## config.mk

```make
export PLATFORM = sky130hd
export DESIGN_NAME = aes_lite_key_sched
export DESIGN_NICKNAME = d
export VERILOG_FILES = /design/src/rtl/aes_lite_key_sched.sv
export SDC_FILE = /design/constraint.sdc
export NUM_CORES = 1
export LEC_CHECK = 0
export BUFFER_PORTS_ARGS = -buffer_cell sky130_fd_sc_hd__buf_2
export CAP_MARGIN = 20
export CORE_MARGIN = 2
export CORE_UTILIZATION = 41
export DETAILED_ROUTE_END_ITERATION = 7
export GPL_TIMING_DRIVEN = 1
export SYNTH_ARGS = -nofsm -noshare
export SYNTH_HDL_FRONTEND = slang
export SYNTH_SLANG_ARGS = --single-unit
```

## constraint.sdc

```tcl
create_clock -name clk -period 2 [get_ports clk]
set_clock_uncertainty 0.05 [all_clocks]
set_input_delay 0.6 -clock clk [delete_from_list [all_inputs] [get_ports clk]]
set_output_delay 0.6 -clock clk [all_outputs]
set_load 0.01 [all_outputs]
```

## src/rtl/aes_lite_key_sched.sv

```systemverilog
// Round-key scheduler for the 8-bit AES-lite core: expands one key into NUM_ROUNDS+1 round keys and serves them by index.
// Optional build macro AES_LITE_KS_SBOX_EN adds a 4-bit S-box on the low nibble of rk[1..NUM_ROUNDS].
module aes_lite_key_sched #(
  parameter int unsigned NUM_ROUNDS = 4
) (
  input  logic       clk,
  input  logic       rst_n,
  input  logic [7:0] key_in,
  input  logic       key_load,
  output logic       busy,
  output logic       keys_valid,
  input  logic       rk_req,
  input  logic [3:0] rk_idx,
  output logic [7:0] rk_out,
  output logic       rk_valid,
  output logic       rk_err
);

  localparam logic [3:0] LAST = 4'(NUM_ROUNDS);

  typedef enum logic [1:0] {IDLE, EXPAND, READY} state_e;

  state_e     state_q;
  logic [3:0] cnt_q;
  logic [7:0] prev_q;
  logic       busy_q, kv_q, vld_q, err_q;
  logic [7:0] out_q;
  logic [7:0] rf_q [0:NUM_ROUNDS];

  logic [7:0] rk_next_d;
  logic [7:0] rd_key_d;
  logic       idx_bad_d;
  logic       rf_we_d;
  logic [3:0] rf_waddr_d;
  logic [7:0] rf_wdata_d;
  logic       start_d;

  function automatic logic [7:0] rcon(input logic [3:0] i);
    case (i)
      4'd1:    return 8'h01;
      4'd2:    return 8'h02;
      4'd3:    return 8'h04;
      4'd4:    return 8'h08;
      4'd5:    return 8'h10;
      4'd6:    return 8'h20;
      4'd7:    return 8'h40;
      4'd8:    return 8'h80;
      4'd9:    return 8'h1B;
      4'd10:   return 8'h36;
      default: return 8'h00;
    endcase
  endfunction

`ifdef AES_LITE_KS_SBOX_EN
  function automatic logic [3:0] sbox(input logic [3:0] x);
    case (x)
      4'h0: return 4'hC;
      4'h1: return 4'h5;
      4'h2: return 4'h6;
      4'h3: return 4'hB;
      4'h4: return 4'h9;
      4'h5: return 4'h0;
      4'h6: return 4'hA;
      4'h7: return 4'hD;
      4'h8: return 4'h3;
      4'h9: return 4'hE;
      4'hA: return 4'hF;
      4'hB: return 4'h8;
      4'hC: return 4'h4;
      4'hD: return 4'h7;
      4'hE: return 4'h1;
      default: return 4'h2;
    endcase
  endfunction
`endif

  // prev_q mirrors the last entry written, so expansion never needs a register-file read port.
  always_comb begin
    logic [7:0] rx;
    rx = {prev_q[6:0], prev_q[7]} ^ rcon(cnt_q);
`ifdef AES_LITE_KS_SBOX_EN
    rk_next_d = {rx[7:4], sbox(rx[3:0])};
`else
    rk_next_d = rx;
`endif
  end

  assign start_d   = key_load && (state_q != EXPAND);
  assign idx_bad_d = rk_idx > LAST;

  always_comb begin
    rd_key_d = 8'h00;
    for (int i = 0; i <= int'(NUM_ROUNDS); i++)
      if (rk_idx == 4'(i)) rd_key_d = rf_q[i];
  end

  always_comb begin
    rf_we_d    = 1'b0;
    rf_waddr_d = 4'd0;
    rf_wdata_d = key_in;
    if (rst_n) begin
      if (start_d) begin
        rf_we_d = 1'b1;
      end else if (state_q == EXPAND) begin
        rf_we_d    = 1'b1;
        rf_waddr_d = cnt_q;
        rf_wdata_d = rk_next_d;
      end
    end
  end

  // Register file carries no reset; contents only matter once a schedule is complete.
  always_ff @(posedge clk) begin
    for (int i = 0; i <= int'(NUM_ROUNDS); i++)
      if (rf_we_d && rf_waddr_d == 4'(i)) rf_q[i] <= rf_wdata_d;
  end

  always_ff @(posedge clk) begin
    if (!rst_n) begin
      state_q <= IDLE;
      cnt_q   <= 4'd0;
      prev_q  <= 8'h00;
      busy_q  <= 1'b0;
      kv_q    <= 1'b0;
      vld_q   <= 1'b0;
      err_q   <= 1'b0;
      out_q   <= 8'h00;
    end else begin
      vld_q <= 1'b0;
      err_q <= 1'b0;
      case (state_q)
        IDLE: begin
          if (key_load) begin
            prev_q  <= key_in;
            cnt_q   <= 4'd1;
            busy_q  <= 1'b1;
            kv_q    <= 1'b0;
            state_q <= EXPAND;
          end
        end
        EXPAND: begin
          prev_q <= rk_next_d;
          if (cnt_q == LAST) begin
            busy_q  <= 1'b0;
            kv_q    <= 1'b1;
            state_q <= READY;
          end else begin
            cnt_q <= cnt_q + 4'd1;
          end
        end
        READY: begin
          if (key_load) begin
            prev_q  <= key_in;
            cnt_q   <= 4'd1;
            busy_q  <= 1'b1;
            kv_q    <= 1'b0;
            state_q <= EXPAND;
          end else if (rk_req) begin
            vld_q <= 1'b1;
            err_q <= idx_bad_d;
            out_q <= idx_bad_d ? 8'h00 : rd_key_d;
          end
        end
        default: state_q <= IDLE;
      endcase
    end
  end

  assign busy       = busy_q;
  assign keys_valid = kv_q;
  assign rk_out     = out_q;
  assign rk_valid   = vld_q;
  assign rk_err     = err_q;

endmodule

```

======== Word-level counts from Yosys, hierarchy flattened ========
Memories as Yosys holds them, arrays and structs flattened. A register that Yosys moved wholly into a read port is not among the register bits.
Cells that the tools add are included.
W data, S select, Z words.
cells by class
  $add $sub $neg .......................... 1
  multipliers ............................. 0
  divide/modulo/power cells ............... 0
  order comparisons ....................... 1
  equal/unequal tests ..................... 15
  shift-type cells ........................ 0
  muxes and demuxes ....................... 54
  bitwise gates (word level) .............. 5
  reductions and logical operators ........ 22
operators with widths
  kind                   number
  $mux W8                14
  $reduce_or A8 Y1       4
  $mux W4                7
  $mux W1                22
  $eq A4 B2 Y1 const B   4
  $pmux W8 S2            1
  $eq A4 B3 Y1 const B   3
  $mux W3                4
  $reduce_and A3 Y1      3
  $eq A4 B1 Y1 const B   2
  $logic_not A4 Y1       2
  $pmux W4 S2            1
  $xor A8 B8 Y8          1
  $logic_and A1 B1 Y1    6
  $ne A2 B1 Y1 const B   3
  $add A4 B1 Y4 const B  1
  $gt A4 B3 Y1 const B   1
  $mux W2                2
  $not A1 Y1             4
  $pmux W1 S2            2
  $pmux W2 S2            1
  $reduce_and A2 Y1      2
  $reduce_or A4 Y1       1
  $reduce_or A3 Y1       1
  6 further kinds        6
storage, ports and cells
  register bits after elaboration ......... 26
  bits in latches ......................... 0
  RAM bits ................................ 40
  ROM bits ................................ 128
  input port bits ......................... 16
  output and inout bits ................... 12
  memories ................................ 2
memory list
  memory            words  width  read ports  clocked after memory_dff  wr ports  line  source
  (name not given)  16     8      1           1                         0         39    case (i)
  rf_q              5      8      5           0                         1         28    logic [7:0] rf_q [0:NUM_ROUNDS];

======== Longest topological paths before layout ========
Gate-level depths: netlist (run 1).
  word-level depth ........................ 13
  gate-level depth with buffers ........... 10

======== Least setup slack after synthesis (run 1) ========
Ideal clock, no wire load.
  path type ............................... input to register
  from .................................... input rst_n
  to ...................................... memory rf_q[0][0] (enable)
  library setup time ...................... 0.385 ns
  data arrival time ....................... 1.768 ns
  path slack .............................. -0.203 ns
  cell stages on the path ................. 3
  path buffers ............................ 2
  path through ............................ clkbuf_1 -> clkbuf_1 -> a21boi_0
between the ends
  longest elaborated chain between the ends .. 10
  elaborated cells between the ends (all ways) .. 34
RTL lines
  what                                                              line  source
  from (decl)                                                       7     input logic rst_n,
  $mux W4                                                           101   if (rst_n) begin
  $eq A4 B1 Y1                                                      115   if (rf_we_d && rf_waddr_d == 4'(i)) rf_q[i] <= rf_wdata_d;
  $logic_and A1 B1 Y1                                               115
  $mux W1                                                           115
  $mux W1 (implied by the code)                                     115
  $reduce_or A8 Y1 (no line)                                        n/a
  $mux W3 (no line) / $mux W1 (equally long branches) (4 in a row)  n/a
  to (decl)                                                         28
Several ways; a longest one is shown, not always the timed one.

==> metrics.txt, run 1 <==
status=completed; switching pwr=0.803 mW; cells taking the most area after synthesis=edfxtp_1, dfxtp_1, o21ai_0; number of enable flip-flop cells after synthesis=40; CTS Root Cell=clkbuf_8; Setup CP Type=reg2reg; MaxCap Viol Count=0; Detailed Routing Iterations Pass 1=4; most frequent cells after synthesis=edfxtp_1, nand2_1, dfxtp_1, o21ai_0, nor2_1; r2r startpoint=cnt_q[1]; relative slew slack=57.6%; Avg Inst Size Synth=10.5 um2; Initial Util=42.4%; first-pass GRT wire length=11700 um; Die ar.=8720 um2; setup violators final=0; Synth area leader=edfxtp_1; synthesized cell area=3280 um2; slew at the pin closest to its max-slew limit=0.629 ns; detailed placement HPWL=5310 um; Leakage=1.55 nW; pwr dens=790 nW/um2; final hold vios=0; ys flop type=edfxtp_1; slowest stage delay, CP=0.33 ns; Logic pwr share=12.1%; FF-to-FF setup slack=0.06 ns; die height=93.4 um; drt drc=0; hold crit path type=reg2reg; final net count=396; Placed Cells incl. Taps=459; Worst-path clk slew=0.08 ns; total CTS buffers=9; Syn Nets=333; crit path launch type=register; #FFs+latches synth=74; Initial DRC Count=126; vias per std cell=4.98; drt total wl=7110 um; crit-path leading delay family=simple AND/OR/NAND/NOR gates; count leader, synth=edfxtp_1; Crit path buffers/inverters=2; Layout area overhead=24.1%; total internal power=2.41 mW; Final Cycle Share=96.9%; routed length per placed instance=14.8 um; total track usage=17.5%; Routed Antenna Nets=0; crit path launch=cnt_q[1]; Max FO, Critical Path=3; share of post-route cells with drive strength above 1=28.5%; Core Rows=32; vias in the first global route=2382; largest net degree at the start of global routing=15; WHS=0.406 ns; Die Wd=93.4 um; IO Count=28; CTS H-tree depth=3; Register-to-Register Path Depth=10; core area=7730 um2; peak supply drop=395 uV; via count of the routed design=2397; Non-Filler Instances=481; Synth async-reset ratio=0%; Yosys top cell area share=36.7%; Final GP Congestion=0.855; critical path capture point type=register; Cells after Synth=311; # diodes=0; Net Sw Frac=25.0%; max-slew violation count=0; Flop pwr share=52.4%; YS warnings=0; worst skew pair latency=0.34 ns; sequential cell area fraction in the yosys report=57.4%; grt total ovfl=0; Clock power frac=35.5%; Yosys cell types=46; CTS tree=built; antenna violations before repair=0; crit path cell chain=inv_2 -> ha_4 -> nand3b_1 -> and3_1 -> a31oi_4 -> nor2b_2 -> inv_1 -> ha_1 -> and3_4 -> a21o_1; Placed Area=3760 um2; final instance area=4070 um2; # hold bufs at CTS=0; I/O Buffers=27; CP arrival=2.13 ns; Stages on worst setup path=10; Clock Sinks=74; fin crit period=1.94 ns; Peak Freq=516 MHz; Critical-path top delay cell=dfxtp_2; CTS Buffer Depth=2; RSZ-0062 raised after global routing=true; WP data required=2.19 ns
==> final cells by class <==
cell class              count  area [um2]
flip-flops and latches     74        1880
fillers                   691        3660
clock buffers              10         128
clock inverters             6        65.1
well taps                 102         128
multi-input cells         213        1370
inverters                   9        33.8
repair buffers             67         464
==> timing repair <==
item                       CTS  global route
resized for setup            1            17
pin swaps                    1             5
setup endpoints to repair    2            45
cloned                       0             0
buffers inserted             1             5
==> worst min-delay path by stage <==
| stage | from | cells after the start | to | slack, ns |
|---|---|---|---|---|
| 3_5_place_dp | rk_out[6] | 2 | rk_out[6] | 0.39 |
| 2_1_floorplan | rk_out[6] | 2 | rk_out[6] | 0.43 |
| 5_1_grt | rk_out[6] | 2 | rk_out[6] | 0.43 |
| 6_report | rk_out[6] | 2 | rk_out[6] | 0.41 |
| 3_3_place_gp | rk_out[6] | 2 | rk_out[6] | 0.38 |
| 4_1_cts | rk_out[6] | 2 | rk_out[6] | 0.41 |
==> cell usage in the layout (no fill, tap or decap), drive strengths merged, types with 2 or more instances in the layout <==
| cell | Yosys | final |
|---|---|---|
| a21o | 2 | 2 |
| dfxtp | 34 | 34 |
| edfxtp | 40 | 40 |
| mux2 | 3 | 3 |
| a21boi | 3 | 3 |
| nor3b | 2 | 2 |
| o211ai | 3 | 3 |
| a211oi | 5 | 5 |
| nand2 | 37 | 37 |
| o21ai | 34 | 34 |
| nor3 | 4 | 4 |
| or2 | 2 | 2 |
| a31oi | 10 | 10 |
| o211a | 3 | 3 |
| buf | 5 | 67 |
| o21a | 2 | 2 |
| nand2b | 16 | 16 |
| nor2b | 6 | 6 |
| and2b | 2 | 2 |
| and3 | 4 | 4 |
| a21oi | 19 | 19 |
| nor2 | 23 | 23 |
| xnor2 | 11 | 11 |
| nand3 | 3 | 3 |
| inv | 9 | 10 |
| clkinv | 0 | 3 |
| ha | 6 | 6 |
| clkbuf | 10 | 10 |
==> stage by stage <==
step                util, %  power [mW]  setup slack, ns  TNS, ns
floorplan                 -        1.93          -0.0513   -0.821
global placement       48.7        2.06          -0.0830   -0.921
detailed placement     48.7        2.07           -0.106    -2.21
CTS                    51.4        3.21           0.0145        0
global route           52.6        3.37          -0.0450   -0.108
finish                 52.6        3.22           0.0611        0
==> tightest hold or removal path, stage by stage, from the launching register on <==
cell and delay [ns]:
dfxtp_1 0.33, nand2_1 0.05, o31ai_1 0.05
==> kinds of logic (layout without fill, tap and decap cells) <==
family	count (synthesis)	after routing	share of synthesized area, %
flip-flops	74	74	57.4
buffers and inverters	24	92	3.13
AO/OA/AOI/OAI	87	87	16.3
AND/OR/NAND/NOR	104	104	15.9
adder cells (fa/ha/maj)	6	6	2.29
multiplexers	5	5	2.02
XOR/XNOR	11	11	2.94
==> layer usage <==
| layer | global-route usage, % | share of wire (%) | vias up |
|---|---|---|---|
| li1 | - | - | 1230 |
| met1 | 20.2 | 43 | 1121 |
| met2 | 31.6 | 52 | 38 |
| met3 | 5.24 | 3.8 | 8 |
| met4 | 4.53 | 1.1 | 0 |
| met5 | 0 | 0 | - |
==> power by group through the flow <==
stage               Sequential (mW)  Combinational [mW]  Clock, mW
detailed placement             1.72               0.351          0
floorplan                      1.71               0.212          0
global route                   1.69               0.437       1.25
global placement               1.72               0.347          0
CTS                            1.68               0.359       1.17
finish                         1.68               0.390       1.14
Note: power is estimated with default switching activity, not from simulation.
==> inputs of run 2 (changes only) <==
- CTS_BUF_LIST: default -> sky130_fd_sc_hd__clkbuf_4
==> metrics.txt, run 2 (same netlist as run 1, synthesis figures left out) <==
CP arrival=2.21 ns (+0.08 ns); Multi-input gate area=1330 um2 (-2.4%); vias per std cell=5.02 (+0.67%); # diodes=0 (unchanged); Layout area overhead=21.3%; Net Sw Frac=25.6% (+0.64 points); Clock power frac=31.1% (-4.4 points); Die Wd=93.4 um (unchanged); peak supply drop=289 uV (-27%); IO Count=28 (unchanged); Logic pwr share=12.6% (+0.5 points); core area=7730 um2 (unchanged); status=completed; CTS Root Cell=clkbuf_4; first-pass GRT wire length=11600 um (-0.23%); Leakage=1.53 nW (-1.8%); Clock Sinks=74 (unchanged); crit path launch type=register; final hold vios=0 (unchanged); detailed placement HPWL=5310 um (unchanged); max-slew violation count=0 (unchanged); Worst-path clk slew=0.13 ns (+0.05 ns); total internal power=2.23 mW (-7.8%); Min-Delay Path Depth=2 (unchanged); Final Cycle Share=97.7% (+0.75 points); Initial Util=42.4% (unchanged); final setup margin=0.0461 ns (-0.0150 ns); Final GP Congestion=0.855 (unchanged); most common cell after layout, fill and taps aside=edfxtp_1; Core Rows=32 (unchanged); CTS H-tree depth=3 (unchanged); die height=93.4 um (unchanged); RSZ-0062 raised after global routing=true; I/O Buffers=27 (unchanged); final net count=395 (-0.25%); Initial DRC Count=110 (-13%); Pwr Total=2.99 mW (-7.0%); CTS tree=built; Register-to-Register Path Depth=10 (unchanged); total negative slack=0 ns (unchanged); Max FO, Critical Path=3 (unchanged); pre-CTS setup slack=-0.106 ns (unchanged); pwr dens=752 nW/um2 (-4.8%); relative slew slack=60.4% (+2.8 points); vias in the first global route=2393 (+0.46%); largest net degree at the start of global routing=15 (unchanged); setup violators final=0 (unchanged); switching pwr=0.766 mW (-4.6%); fin crit period=1.95 ns (+0.0150 ns); Die ar.=8720 um2 (unchanged); commonest non-fill, non-tap cells in the layout=edfxtp_1, nand2_1, buf_4; via count of the routed design=2408 (+0.46%); MaxCap Viol Count=0 (unchanged); FF/Latch Area=1880 um2 (unchanged); share of post-route cells with drive strength above 1=27.8% (-0.72 points); hold crit path type=reg2reg; antenna violations before repair=0 (unchanged); total track usage=17.5% (-0.031 points); slew at the pin closest to its max-slew limit=0.593 ns (-0.0361 ns); routed length per placed instance=14.7 um (-0.79%); critical path capture point type=register; Routed Antenna Nets=0 (unchanged); total CTS buffers=9 (unchanged); Flop pwr share=56.3% (+3.9 points); WP data required=2.26 ns (+0.07 ns); Peak Freq=512 MHz (-0.77%); CTS Buffer Depth=2 (unchanged); Detailed Routing Iterations Pass 1=4 (unchanged); Setup CP Type=reg2reg; worst skew pair latency=0.40 ns (+0.06 ns); grt total ovfl=0 (unchanged); drt drc=0 (unchanged); # fillers=712 (+3.0%); drt total wl=7040 um (-1.0%)
## run 2: changes by cell type in the layout (fill, tap and decap cells not counted), sizes merged
cell  before  now
buf       67   66
## run 2: path summary, 6_finish.rpt
path                   from         to  slack, ns
hold / removal    rk_out[3]  rk_out[3]       0.41
setup / recovery   cnt_q[0]   register       0.05
setup reg to reg   cnt_q[0]   register       0.05
hold reg to reg   rk_out[3]  rk_out[3]       0.41
## run 2: area by class of cell
| type | instances | area share [%] |
|---|---|---|
| well taps | 102 | 3.21 |
| multi-input cells | 213 | 33.5 |
| inverters | 9 | 0.850 |
| flip-flops and latches | 74 | 47.4 |
| clock buffers | 10 | 1.89 |
| clock inverters | 6 | 1.64 |
| repair buffers | 66 | 11.5 |
## run 2: per-layer routing
layer  vias to the layer above  global-route usage (%)  part of all wire [%]
li1                       1233                       -                     -
met1                      1123                    19.8                    43
met2                        48                    31.7                    52
met3                         4                    5.24                   4.3
met4                         0                    5.27                  0.97
met5                         -                       0                     0
## run 2: power by group through the flow
| stage | Sequential, mW | Combinational, mW | Clock [mW] |
|---|---|---|---|
| 4_1_cts | 1.68 | 0.363 | 0.963 |
| 6_report | 1.68 | 0.378 | 0.931 |
| 3_5_place_dp | 1.72 | 0.351 | 0 |
| 5_1_grt | 1.69 | 0.425 | 1.03 |
| 2_1_floorplan | 1.71 | 0.212 | 0 |
| 3_3_place_gp | 1.72 | 0.347 | 0 |
## run 2: worst max-delay path: stages (launching register included)
cell,delay (ns)
dfxtp_2,0.34
inv_1,0.05
ha_2,0.18
nand3b_1,0.14
nand2_2,0.11
xnor2_2,0.16
a21boi_2,0.17
inv_1,0.08
ha_1,0.28
and3_1,0.16
a21o_1,0.15
## run 2: through the flow
stage | util (%) | cells | area, um2 | hold slack [ns]
finish | 51.4 | 480 | 3980 | 0.415
global route | 51.4 | 480 | 3980 | 0.434
CTS | 50.8 | 477 | 3930 | 0.416
detailed placement | 48.7 | 459 | 3760 | 0.388
global placement | 48.7 | 459 | 3760 | 0.381
floorplan | - | 311 | 3290 | 0.429
## run 2: timing repair
| action | CTS | global route |
|---|---|---|
| endpoints found under the setup margin | 2 | 55 |
| hold buffers | 0 | 0 |
| pin swaps | 1 | 0 |
| resized for setup | 1 | 12 |
| buffers inserted | 2 | 3 |
